File: src/rtl/posit_round_pack.sv
// Posit rounding and packing engine: turns a decoded (sign, regime, exponent, fraction)
// result into an N-bit posit with round-to-nearest-even, over a fixed four-stage sequence.
module posit_round_pack #(
  parameter int N  = 32,
  parameter int ES = 2,
  parameter int MW = 64,
  parameter int KW = 6
) (
  input  logic                         clk,
  input  logic                         rst,
  input  logic                         start,
  input  logic                         sign_in,
  input  logic [KW-1:0]                k_in,
  input  logic [((ES > 0) ? ES : 1)-1:0] exp_in,
  input  logic [MW-1:0]                frac_in,
  input  logic                         zero_in,
  input  logic                         nar_in,
  output logic [N-1:0]                 posit_out,
  output logic                         done,
  output logic                         busy,
  output logic                         inexact
);

  localparam int EW = (ES > 0) ? ES : 1;
  localparam int TW = ES + MW;     // exponent + fraction tail length
  localparam int SW = N + 1 + TW;  // terminator + tail + room for the regime run

  typedef enum logic [2:0] {IDLE, BUILD, ROUND, PACK, DONE} state_e;

  typedef struct packed {
    logic          sign;
    logic [KW-1:0] k;
    logic [EW-1:0] exp;
    logic [MW-1:0] frac;
    logic          zero;
    logic          nar;
  } op_t;

  state_e state_q, state_d;
  op_t    op_q, op_d;

  // BUILD stage results
  logic [N-2:0] kept_q, kept_d;
  logic         guard_q, guard_d, sticky_q, sticky_d;
  logic         sat_max_q, sat_max_d, sat_min_q, sat_min_d;
  // ROUND stage results
  logic [N-2:0] rnd_body_q, rnd_body_d;
  logic         rnd_inexact_q, rnd_inexact_d;
  // PACK stage results
  logic [N-1:0] pack_q, pack_d;
  logic         pack_inexact_q, pack_inexact_d;
  // Visible outputs
  logic [N-1:0] posit_out_q, posit_out_d;
  logic         inexact_q, inexact_d, done_q, done_d;

  // State register
  always_ff @(posedge clk) begin
    if (rst) state_q <= IDLE;
    else     state_q <= state_d;
  end

  // Next-state logic
  always_comb begin
    state_d = state_q;
    case (state_q)
      IDLE:    if (start) state_d = BUILD;
      BUILD:   state_d = ROUND;
      ROUND:   state_d = PACK;
      PACK:    state_d = DONE;
      DONE:    state_d = IDLE;
      default: state_d = IDLE;
    endcase
  end

  // FSM outputs
  always_comb begin
    busy      = (state_q != IDLE);
    done      = done_q;
    posit_out = posit_out_q;
    inexact   = inexact_q;
  end

  // Operand capture and BUILD: regime run, terminator, then exp/frac, left-aligned.
  logic            neg_k;
  logic [KW-1:0]   run_len;
  logic [EW+MW-1:0] ef;
  logic [SW-1:0]   str_base, fill_mask, str;

  always_comb begin
    // NOTE: every combinational output gets a default first so no path leaves it unassigned (no latch).
    op_d = op_q;
    if (state_q == IDLE && start) begin
      op_d.sign = sign_in;
      op_d.k    = k_in;
      op_d.exp  = exp_in;
      op_d.frac = frac_in;
      op_d.zero = zero_in;
      op_d.nar  = nar_in;
    end

    neg_k     = op_q.k[KW-1];
    run_len   = neg_k ? (~op_q.k + KW'(1)) : (op_q.k + KW'(1));
    ef        = {op_q.exp, op_q.frac};
    str_base  = {neg_k, ef[TW-1:0], {N{1'b0}}};
    fill_mask = neg_k ? '0 : ~({SW{1'b1}} >> run_len);
    str       = (str_base >> run_len) | fill_mask;

    kept_d    = str[SW-1 -: N-1];
    guard_d   = str[SW-N];
    sticky_d  = |str[SW-N-1:0];
    sat_max_d = int'($signed(op_q.k)) >= N - 2;
    sat_min_d = int'($signed(op_q.k)) <= -(N - 1);
  end

  // ROUND: nearest-even increment, then clamp into [minpos, maxpos].
  logic         inc;
  logic [N-1:0] sum;

  always_comb begin
    inc = guard_q & (kept_q[0] | sticky_q);
    sum = {1'b0, kept_q} + N'(inc);
    if (sat_max_q || sum[N-1])          rnd_body_d = '1;
    else if (sat_min_q || sum[N-2:0] == '0) rnd_body_d = (N-1)'(1);
    else                                rnd_body_d = sum[N-2:0];
    rnd_inexact_d = sat_max_q | sat_min_q | guard_q | sticky_q;
  end

  // PACK: apply sign by two's complement; specials override everything.
  logic [N-1:0] mag;

  always_comb begin
    mag            = {1'b0, rnd_body_q};
    pack_inexact_d = rnd_inexact_q;
    if (op_q.nar) begin
      pack_d         = {1'b1, {(N-1){1'b0}}};
      pack_inexact_d = 1'b0;
    end else if (op_q.zero) begin
      pack_d         = '0;
      pack_inexact_d = 1'b0;
    end else if (op_q.sign) begin
      pack_d         = ~mag + N'(1);
    end else begin
      pack_d         = mag;
    end
  end

  // Outputs only move on the DONE->IDLE edge so they hold between results.
  always_comb begin
    done_d      = (state_q == DONE);
    posit_out_d = done_d ? pack_q : posit_out_q;
    inexact_d   = done_d ? pack_inexact_q : inexact_q;
  end

  // NOTE: datapath pipeline registers are not reset; they are always rewritten before being observed.
  always_ff @(posedge clk) begin
    op_q <= op_d;
    if (state_q == BUILD) begin
      kept_q    <= kept_d;
      guard_q   <= guard_d;
      sticky_q  <= sticky_d;
      sat_max_q <= sat_max_d;
      sat_min_q <= sat_min_d;
    end
    if (state_q == ROUND) begin
      rnd_body_q    <= rnd_body_d;
      rnd_inexact_q <= rnd_inexact_d;
    end
    if (state_q == PACK) begin
      pack_q         <= pack_d;
      pack_inexact_q <= pack_inexact_d;
    end
  end

  always_ff @(posedge clk) begin
    if (rst) begin
      posit_out_q <= '0;
      inexact_q   <= 1'b0;
      done_q      <= 1'b0;
    end else begin
      posit_out_q <= posit_out_d;
      inexact_q   <= inexact_d;
      done_q      <= done_d;
    end
  end

endmodule

File: config.mk
export PLATFORM = sky130hd
export DESIGN_NAME = posit_round_pack
export DESIGN_NICKNAME = d
export VERILOG_FILES = /design/src/rtl/posit_round_pack.sv
export SDC_FILE = /design/constraint.sdc
export NUM_CORES = 1
export LEC_CHECK = 0
export BUFFER_PORTS_ARGS = -buffer_cell sky130_fd_sc_hd__buf_2
export CORE_ASPECT_RATIO = 0.7
export CORE_MARGIN = 10
export CORE_UTILIZATION = 60
export DETAILED_ROUTE_END_ITERATION = 16
export GPL_ROUTABILITY_DRIVEN = 1
export GPL_TIMING_DRIVEN = 1
export PLACE_DENSITY = 0.78
export SLEW_MARGIN = 20
export SYNTH_ARGS = -nofsm -noshare
export SYNTH_HDL_FRONTEND = slang
export SYNTH_SLANG_ARGS = --single-unit
File: constraint.sdc
create_clock -name clk -period 13.1 [get_ports clk]
set_input_delay 0.655 -clock clk [delete_from_list [all_inputs] [get_ports clk]]
set_output_delay 0.655 -clock clk [all_outputs]
set_load 0.05 [all_outputs]
==> metrics.csv, run 1 <==
stage,metric,value,unit
clock_network,postcts setup bufs,0,
worst_setup_path,worst-case reg-to-reg path depth,12,
power_and_ir_drop,Pwr Density,146,nW/um2
clock_network,"Reg clk slew, reported paths",0.07,ns
die,die area,26700,um2
final_layout,area delta synth->final,11.6,%
die,Die H,140,um
worst_setup_path,Critical-path top delay cell,ha_4,
hold_path,min-delay worst type,in2reg,
flow_run,Max-Cap Viols,0,
worst_setup_path,Crit Path Max Fanout,77,
final_layout,"commonest non-fill, non-tap cells in the layout","edfxtp_1 (175), nand2_1 (142), nor2_1 (128)",
worst_setup_path,crit end category,flop,
hold_path,hold worst-path end,ef[12]$_DFFE_PP_,
die,IO Pins,113,
placement,Placed Cells,1547,
yosys,Yosys top cell area share,42.7,%
global_routing,largest net degree at the start of global routing,78,
yosys,"EDFF count, synth",175,
worst_setup_path,FF-to-FF End,sticky_q$_DFFE_PN_,
worst_setup_path,Critical Path Max Stage Delay,0.95,ns
routing,initial drt markers,1156,
worst_setup_path,worst-path cell chain,buf_4 > ha_4 > mux2i_2 > xnor2_4 > buf_4 > mux2i_1 > mux2i_1 > or4_1 > nor3_1 > a32oi_1 > o21ai_0 > o211ai_1,
yosys,"top cells by area, synth","edfxtp_1 (43%), dfxtp_1 (6.0%), mux2i_1 (4.6%)",
clock_network,CTS root buf,clkbuf_16,
yosys,Cells after Synth,1227,
timing,WHS,0.318,ns
timing,RSZ-0062 raised after global routing,false,
die,Rows,43,
placement,routability cong.,0.944,
yosys,asr flop ratio synth,0,%
power_and_ir_drop,worst ir drop on vdd,146,uV
worst_setup_path,Crit path arrival time,5.27,ns
global_routing,GRT overflow,0,
clock_network,TritonCTS clock tree,yes,
yosys,flip-flop and latch count after synthesis,212,
clock_network,clock sink total,212,
worst_setup_path,R2R Path Start,neg_k$_DFFE_PP_,
die,Die X,191,um
timing,Period minus WS final,5.03,ns
power_and_ir_drop,Logic pwr share,27.9,%
global_routing,initial antenna violation count,0,
yosys,Post-Syn Area per Cell,10.0,um2
final_layout,"commonest non-fill, non-tap cell in the layout",edfxtp_1,
worst_setup_path,Required @ worst endpoint,13.34,ns
hold_path,Hold Crit Depth,1,
yosys,syn nets,1315,
routing,DR pass1 iterations,6,
yosys,yosys warns,0,
power_and_ir_drop,net switching power,0.647,mW
hold_path,Hold Path Origin,frac_in[12],
clock_network,Post-CTS Hold Fix Bufs,0,
placement,hpwl dp,21800,um
status,status,"finished, final reports clean",
final_layout,antenna cells,0,
routing,ANT nets after route,0,
worst_setup_path,startpoint type of the worst setup path,flop,
power_and_ir_drop,switching portion of total power,32.2,%
timing,Final Setup Violations,0,
die,core box area,20000,um2
worst_setup_path,"setup slack, reg-to-reg",8.07,ns
placement,Port Buffers,112,
power_and_ir_drop,Clock Power Share,29.9,%
timing,Setup TNS,0,ns
routing,routed wire length per instance,19.3,um
clock_network,number of H-tree levels,1,
timing,Max Slew Vio Count,0,
final_layout,final cell count without fillers,1585,
clock_network,clock insertion delay at the later pin of the skew report,0.51,ns
yosys,"Seq/Total Area, Yosys",48.7,%
final_layout,layout cells sized above 1,18.9,%
yosys,"Primary FF master, synth",edfxtp_1,
timing,Clock Skew,0.0182,ns
global_routing,global-route wire length before repair,48700,um
die,Starting Density,61.7,%
power_and_ir_drop,Leak,5.02,nW
timing,Final Hold Vio Count,0,
clock_network,Clock Path Buffers,3,
global_routing,total track usage,22.1,%
worst_setup_path,Setup CP Type,reg2reg,
power_and_ir_drop,Sequential Power Share,42.2,%
routing,Vias,9739,
timing,period utilisation layout,38.4,%
yosys,post-synth top area cell,edfxtp_1,
clock_network,number of buffers created by CTS,21,
yosys,Netlist cell types,64,
yosys,Syn Std Cell Area,12300,um2
timing,Worst-Margin Slew,0.978,ns
timing,Max Fclk,199,MHz
routing,Via-to-Cell Ratio,6.14,
global_routing,vias in the first global route,8988,
routing,Total Wirelength,30500,um
final_layout,Final #Nets,1389,
power_and_ir_drop,Internal Pwr Total,1.36,mW
routing,drc violations,0,
clock_network,# resized after CTS,0,
timing,Slew headroom,34.8,%
-- routing by layer --
layer,routed length (um),GRT usage (%),part of all wire [%],vias to the layer above
met5,0,0,0,-
met4,408,4.14,1.3,0
met3,2850,4.52,9.3,40
met2,12900,31.4,42,426
met1,14300,33.7,47,4563
li1,-,-,-,4710
-- critical path: cells and delay by family, from the launching register on --
| family | cells | cell delay (ns) |
|---|---|---|
| AO/OA/AOI/OAI | 3 | 0.42 |
| XOR/XNOR | 1 | 0.15 |
| adder cells (fa/ha/maj) | 1 | 0.95 |
| buffers and inverters | 2 | 0.84 |
| flip-flops | 1 | 0.37 |
| multiplexers | 3 | 0.98 |
| AND/OR/NAND/NOR | 2 | 1.02 |
-- synth_stat cells (3+ instances only) --
cell,count
clkbuf_1,53
and3_1,19
a21oi_1,79
nor4_1,17
a22oi_1,3
ha_1,10
o41ai_1,7
mux4_2,15
a2111oi_0,4
buf_1,8
nor2_1,129
nand2b_1,10
o22ai_1,19
mux2_2,48
buf_4,5
and2_1,5
o211ai_1,17
inv_1,22
buf_2,15
or2_2,8
a311oi_1,3
mux2i_1,56
nor3_1,24
nand2_1,143
or3_1,5
o32ai_1,4
xnor2_1,25
o21ai_0,81
edfxtp_1,175
xor2_1,40
a211oi_1,13
nor2b_1,10
dfxtp_1,37
or4_1,6
a32oi_1,3
a21o_1,4
nand4_1,9
o31ai_1,7
nand3_1,41
a31oi_1,16
-- registers in the layout (all words and copies together), names as in the netlist --
signal          count
inexact             1
sat_max_q           1
sat_min_q           1
op_q                8
pack_inexact_q      1
pack_q             32
rnd_inexact_q       1
sticky_q            1
done                1
neg_k               1
rnd_body_q         31
ef                 66
posit_out          32
state_q             3
kept_q             31
guard_q             1
-- power by group through the flow --
stage                     Combinational [mW]  Sequential [mW]  Clock, mW
after floorplan                        0.417            0.849          0
after global placement                 0.541            0.857          0
after detailed placement               0.545            0.859          0
after CTS                              0.549            0.846      0.612
after global routing                   0.613            0.854      0.636
final                                  0.560            0.847      0.600
-- cell families after synthesis --
kind of cell | synth area share, %
muxes | 11.8
xor gates and xnor gates | 4.85
DFF | 48.7
and+or+nand+nor | 16.2
adders and majority gates | 1.10
buffers and inverters | 3.44
AOI/OAI and AO/OA | 13.9
-- per-stage QoR --
step                      total power [mW]  setup WS [ns]  utilization (%)  instance area (um2)
after detailed placement              1.40           8.16             65.4                13100
final                                 2.01           8.07             68.9                13700
after floorplan                       1.27           8.38                -                12300
after global routing                  2.10           7.67             68.9                13700
after CTS                             2.01           8.14             68.8                13700
after global placement                1.40           8.27             65.4                13100
-- worst max path at each step --
stage	startpoint	end	slack [ns]	cells past startpoint
6_report	neg_k$_DFFE_PP_	sticky_q$_DFFE_PN_	8.07	12
5_1_grt	neg_k$_DFFE_PP_	sticky_q$_DFFE_PN_	7.67	12
4_1_cts	neg_k$_DFFE_PP_	sticky_q$_DFFE_PN_	8.14	12
3_5_place_dp	neg_k$_DFFE_PP_	sticky_q$_DFFE_PN_	8.16	12
3_3_place_gp	neg_k$_DFFE_PP_	sticky_q$_DFFE_PN_	8.27	12
2_1_floorplan	state_q[2]$_SDFFE_PP0P_	ef[0]$_DFFE_PP_	8.38	3
-- layout make-up --
class,count,area (um2)
fillers,1525,6210
flip-flops and latches,212,6000
clock inverters,10,108
inverters,22,82.6
repair buffers,132,718
well taps,270,338
clock buffers,27,568
multi-input cells,912,5940
Power figures use the tool's default switching activity.
==> run 2, diff against run 1 <==
--- a/config.mk
+++ b/config.mk
@@ -5,6 +5,7 @@
 export SDC_FILE = /design/constraint.sdc
 export NUM_CORES = 1
 export LEC_CHECK = 0
+export ABC_AREA = 1
 export BUFFER_PORTS_ARGS = -buffer_cell sky130_fd_sc_hd__buf_2
 export CORE_ASPECT_RATIO = 0.7
 export CORE_MARGIN = 10
==> constraint.sdc (replaced) <==
create_clock -name clk -period 4.9 [get_ports clk]
set_input_delay 0.245 -clock clk [delete_from_list [all_inputs] [get_ports clk]]
set_output_delay 0.245 -clock clk [all_outputs]
set_load 0.05 [all_outputs]
==> run 2 against run 1 <==
  * Global-route usage rose by 5.3 points
  * Critical path depth rose by 8
  * Cell count rose by 44%
  * Power rose to 2.8 times the previous value
  * Via count rose by 37%
  * Sequential power rose to 2.6 times the previous value
  * Register-to-register slack got worse by 6.9 ns
  * Hold slack got worse by 0.23 ns
  * Critical path type unchanged
  * Critical endpoint unchanged
==> metrics.csv, run 2 <==
stage,metric,value,unit,change
clock_network,CTS root buf,clkbuf_16,,
hold_path,Hold Crit Depth,3,,+2
yosys,Netlist cell types,45,,-30%
die,Die H,145,um,+4.0%
die,Starting Density,61.6,%,-0.082 points
timing,Max Slew Vio Count,0,,unchanged
worst_setup_path,crit end category,flop,,
routing,Total Wirelength,40400,um,+32%
yosys,Post-Syn Area per Cell,7.28,um2,-27%
clock_network,"Reg clk slew, reported paths",0.07,ns,about the same
placement,hpwl dp,28600,um,+31%
clock_network,Clock Path Buffers,3,,unchanged
yosys,"EDFF count, synth",175,,unchanged
power_and_ir_drop,switching portion of total power,36.0,%,+3.8 points
global_routing,vias in the first global route,12200,,+36%
routing,initial drt markers,1776,,+54%
final_layout,Largest register FFs,66,,unchanged
yosys,"Seq/Total Area, Yosys",44.4,%,-4.3 points
flow_run,Max-Cap Viols,0,,unchanged
timing,Period minus WS final,3.68,ns,-1.35 ns
timing,period utilisation layout,75.1,%,+37 points
worst_setup_path,"setup slack, reg-to-reg",1.22,ns,-6.85 ns
final_layout,layout cells sized above 1,11.3,%,-7.6 points
worst_setup_path,Critical-path top delay cell,nand3_1,,
yosys,"top cells by area, synth","edfxtp_1 (39%), nand2_1 (21%), nand3_1 (8.4%)",,
worst_setup_path,Crit Path Max Fanout,41,,-47%
worst_setup_path,Critical Path Max Stage Delay,0.44,ns,-0.51 ns
die,Die X,199,um,+4.2%
timing,Clock Skew,0.0104,ns,-0.00782 ns
power_and_ir_drop,Clock Power Share,29.8,%,about the same
worst_setup_path,worst path bufs/invs,3,,+1
die,die area,29000,um2,+8.4%
routing,drc violations,0,,unchanged
die,IO Pins,113,,unchanged
yosys,Syn Std Cell Area,13500,um2,+9.6%
yosys,Yosys top cell area share,38.9,%,-3.7 points
final_layout,antenna cells,0,,unchanged
clock_network,postcts setup bufs,0,,unchanged
worst_setup_path,startpoint type of the worst setup path,flop,,
power_and_ir_drop,Sequential Power Share,39.1,%,-3.1 points
timing,Worst-Margin Slew,0.997,ns,+0.0189 ns
final_layout,post-route cell area,15600,um2,+13%
worst_setup_path,R2R Path Start,neg_k$_DFFE_PP_,,
hold_path,Hold Path Origin,start,,
yosys,flip-flop and latch count after synthesis,212,,unchanged
routing,DR pass1 iterations,6,,unchanged
global_routing,initial antenna violation count,0,,unchanged
yosys,"Primary FF master, synth",edfxtp_1,,
clock_network,TritonCTS clock tree,yes,,
yosys,synth cell count leaders,"nand2_1 (758), nand3_1 (227), edfxtp_1 (175)",,
final_layout,"commonest non-fill, non-tap cell in the layout",nand2_1,,
routing,Via-to-Cell Ratio,5.81,,-5.5%
final_layout,"commonest non-fill, non-tap cells in the layout","nand2_1 (758), nand3_1 (227), edfxtp_1 (175)",,
placement,routability cong.,1.01,,+6.7%
final_layout,area delta synth->final,15.6,%,
timing,Slew headroom,33.4,%,-1.3 points
yosys,yosys warns,0,,unchanged
worst_setup_path,FF-to-FF End,sticky_q$_DFFE_PN_,,
worst_setup_path,worst-case reg-to-reg path depth,20,,+8
clock_network,number of buffers created by CTS,22,,+4.8%
yosys,syn nets,1941,,+48%
yosys,post-synth top area cell,edfxtp_1,,
global_routing,global-route wire length before repair,64900,um,+33%
die,Rows,45,,+4.7%
worst_setup_path,"CP delay by family, top",simple AND/OR/NAND/NOR gates,,
power_and_ir_drop,Logic pwr share,31.1,%,+3.2 points
yosys,most numerous cell in the Yosys netlist,nand2_1,,
clock_network,clock sink total,212,,unchanged
die,core box area,21900,um2,+9.7%
worst_setup_path,worst-path cell chain,buf_4 > inv_4 > nand2_1 > nand2_2 > nand3_1 > nand2_2 > buf_12 > nand2_1 > nand2_1 > nand2_1 > nand2_1 > nand2_1 > nand2_1 > nand2_1 > nor2_1 > nand2_1 > nor2_1 > nand2_1 > nand2_1 > nand2_1,,
global_routing,total track usage,27.4,%,+5.3 points
worst_setup_path,Crit path arrival time,3.96,ns,-1.31 ns
timing,Final Hold Vio Count,0,,unchanged
hold_path,hold worst-path end,state_q[0]$_SDFFE_PP0P_,,
yosys,asr flop ratio synth,0,%,unchanged
worst_setup_path,Setup CP Type,reg2reg,,
placement,Port Buffers,112,,unchanged
routing,Vias,13300,,+37%
global_routing,largest net degree at the start of global routing,75,,-3.8%
timing,Max Fclk,272,MHz,+37%
final_layout,Final #Nets,2079,,+50%
timing,RSZ-0062 raised after global routing,false,,
placement,area post-placement,14100,um2,+8.2%
yosys,Cells after Synth,1853,,+51%
routing,routed wire length per instance,17.7,um,-8.3%
power_and_ir_drop,Internal Pwr Total,3.60,mW,+160%
power_and_ir_drop,net switching power,2.02,mW,+210%
routing,ANT nets after route,0,,unchanged
clock_network,clock insertion delay at the later pin of the skew report,0.53,ns,+0.02 ns
power_and_ir_drop,Leak,6.85,nW,+36%
timing,Final Setup Violations,0,,unchanged
clock_network,number of H-tree levels,1,,unchanged
timing,Setup TNS,0,ns,unchanged
status,status,"finished, final reports clean",,
hold_path,min-delay worst type,in2reg,,
worst_setup_path,Required @ worst endpoint,5.18,ns,-8.16 ns
power_and_ir_drop,worst ir drop on vdd,342,uV,+130%
power_and_ir_drop,Pwr Density,360,nW/um2,+150%
worst_setup_path,CP most frequent cell,nand2_1,,
global_routing,GRT overflow,0,,unchanged
run 2: cell types whose count changed after synthesis, moves of 13 or more:
cell,change
nand2_1,+615
nand3_1,+186
inv_1,+65
mux2i_1,-56
mux2_2,-48
buf_2,+24
clkbuf_1,-22
o21ai_1,+20
xor2_1,-20
and3_1,-17
xnor2_1,-16
mux4_2,-15
o22ai_1,-15
nand3_2,+13
run 2: cell families (layout without fill, tap and decap cells):
kind of cell / after synthesis / count (layout) / share of synthesized area (%)
adders and majority gates: 10 / 10 / 0.927
buffers and inverters: 189 / 343 / 6.52
and+or+nand+nor: 1215 / 1215 / 38.3
xor gates and xnor gates: 29 / 29 / 1.88
DFF: 212 / 212 / 44.4
AOI/OAI and AO/OA: 198 / 198 / 7.91
run 2: power groups by stage:
stage	logic, mW	registers [mW]	clock network (mW)
floorplan	1.23	2.22	0
CTS	1.69	2.19	1.68
detailed placement	1.63	2.23	0
global placement	1.61	2.23	0
finish	1.75	2.19	1.68
global route	1.94	2.20	1.76
run 2: metrics by stage:
stage / hold slack, ns / util [%] / power, mW / setup slack [ns] / std cells
2_1_floorplan: 0.344 / - / 3.44 / 0.334 / 1853
3_3_place_gp: 0.421 / 64.5 / 3.84 / 1.43 / 2174
3_5_place_dp: 0.423 / 64.5 / 3.85 / 1.43 / 2174
4_1_cts: 0.0518 / 71.2 / 5.56 / 1.42 / 2289
5_1_grt: 0.117 / 71.2 / 5.91 / 1.00 / 2289
6_report: 0.0892 / 71.2 / 5.62 / 1.22 / 2289
run 2: area by class of cell:
cell class / instances / area, um2
Inverter: 92 / 350
Clock inverter: 10 / 58.8
Clock buffer: 30 / 664
Sequential cell: 212 / 6000
Fill cell: 1804 / 6310
Timing Repair Buffer: 211 / 1530
Tap cell: 282 / 353
Multi-Input combinational cell: 1452 / 6640
run 2: worst max-delay path by stage:
stage / start / end / cells past startpoint / slack (ns)
after CTS: neg_k$_DFFE_PP_ / sticky_q$_DFFE_PN_ / 20 / 1.42
after global placement: neg_k$_DFFE_PP_ / sticky_q$_DFFE_PN_ / 20 / 1.43
final: neg_k$_DFFE_PP_ / sticky_q$_DFFE_PN_ / 20 / 1.22
after global routing: neg_k$_DFFE_PP_ / sticky_q$_DFFE_PN_ / 18 / 1.00
after detailed placement: neg_k$_DFFE_PP_ / sticky_q$_DFFE_PN_ / 20 / 1.43
after floorplan: state_q[0]$_SDFFE_PP0P_ / ef[0]$_DFFE_PP_ / 3 / 0.33
run 2: per-layer routing:
layer / global-route usage (%) / vias to the layer above / part of all wire [%]
li1: - / 6429 / -
met1: 41.5 / 6072 / 46
met2: 36.9 / 742 / 39
met3: 8.97 / 52 / 13
met4: 4.49 / 2 / 1.5
met5: 1.06 / - / 0.084
run 2: what timing repair did:
action	in CTS	in global routing
endpoints found under the hold margin	75	0
hold buffers	75	0
resized for setup	0	0
run 2: worst reg2reg max path: cells and delay by family (launching register included):
| family | cells | cell delay, ns |
|---|---|---|
| AND/OR/NAND/NOR | 17 | 2.31 |
| buffers and inverters | 3 | 0.71 |
| flip-flops | 1 | 0.40 |
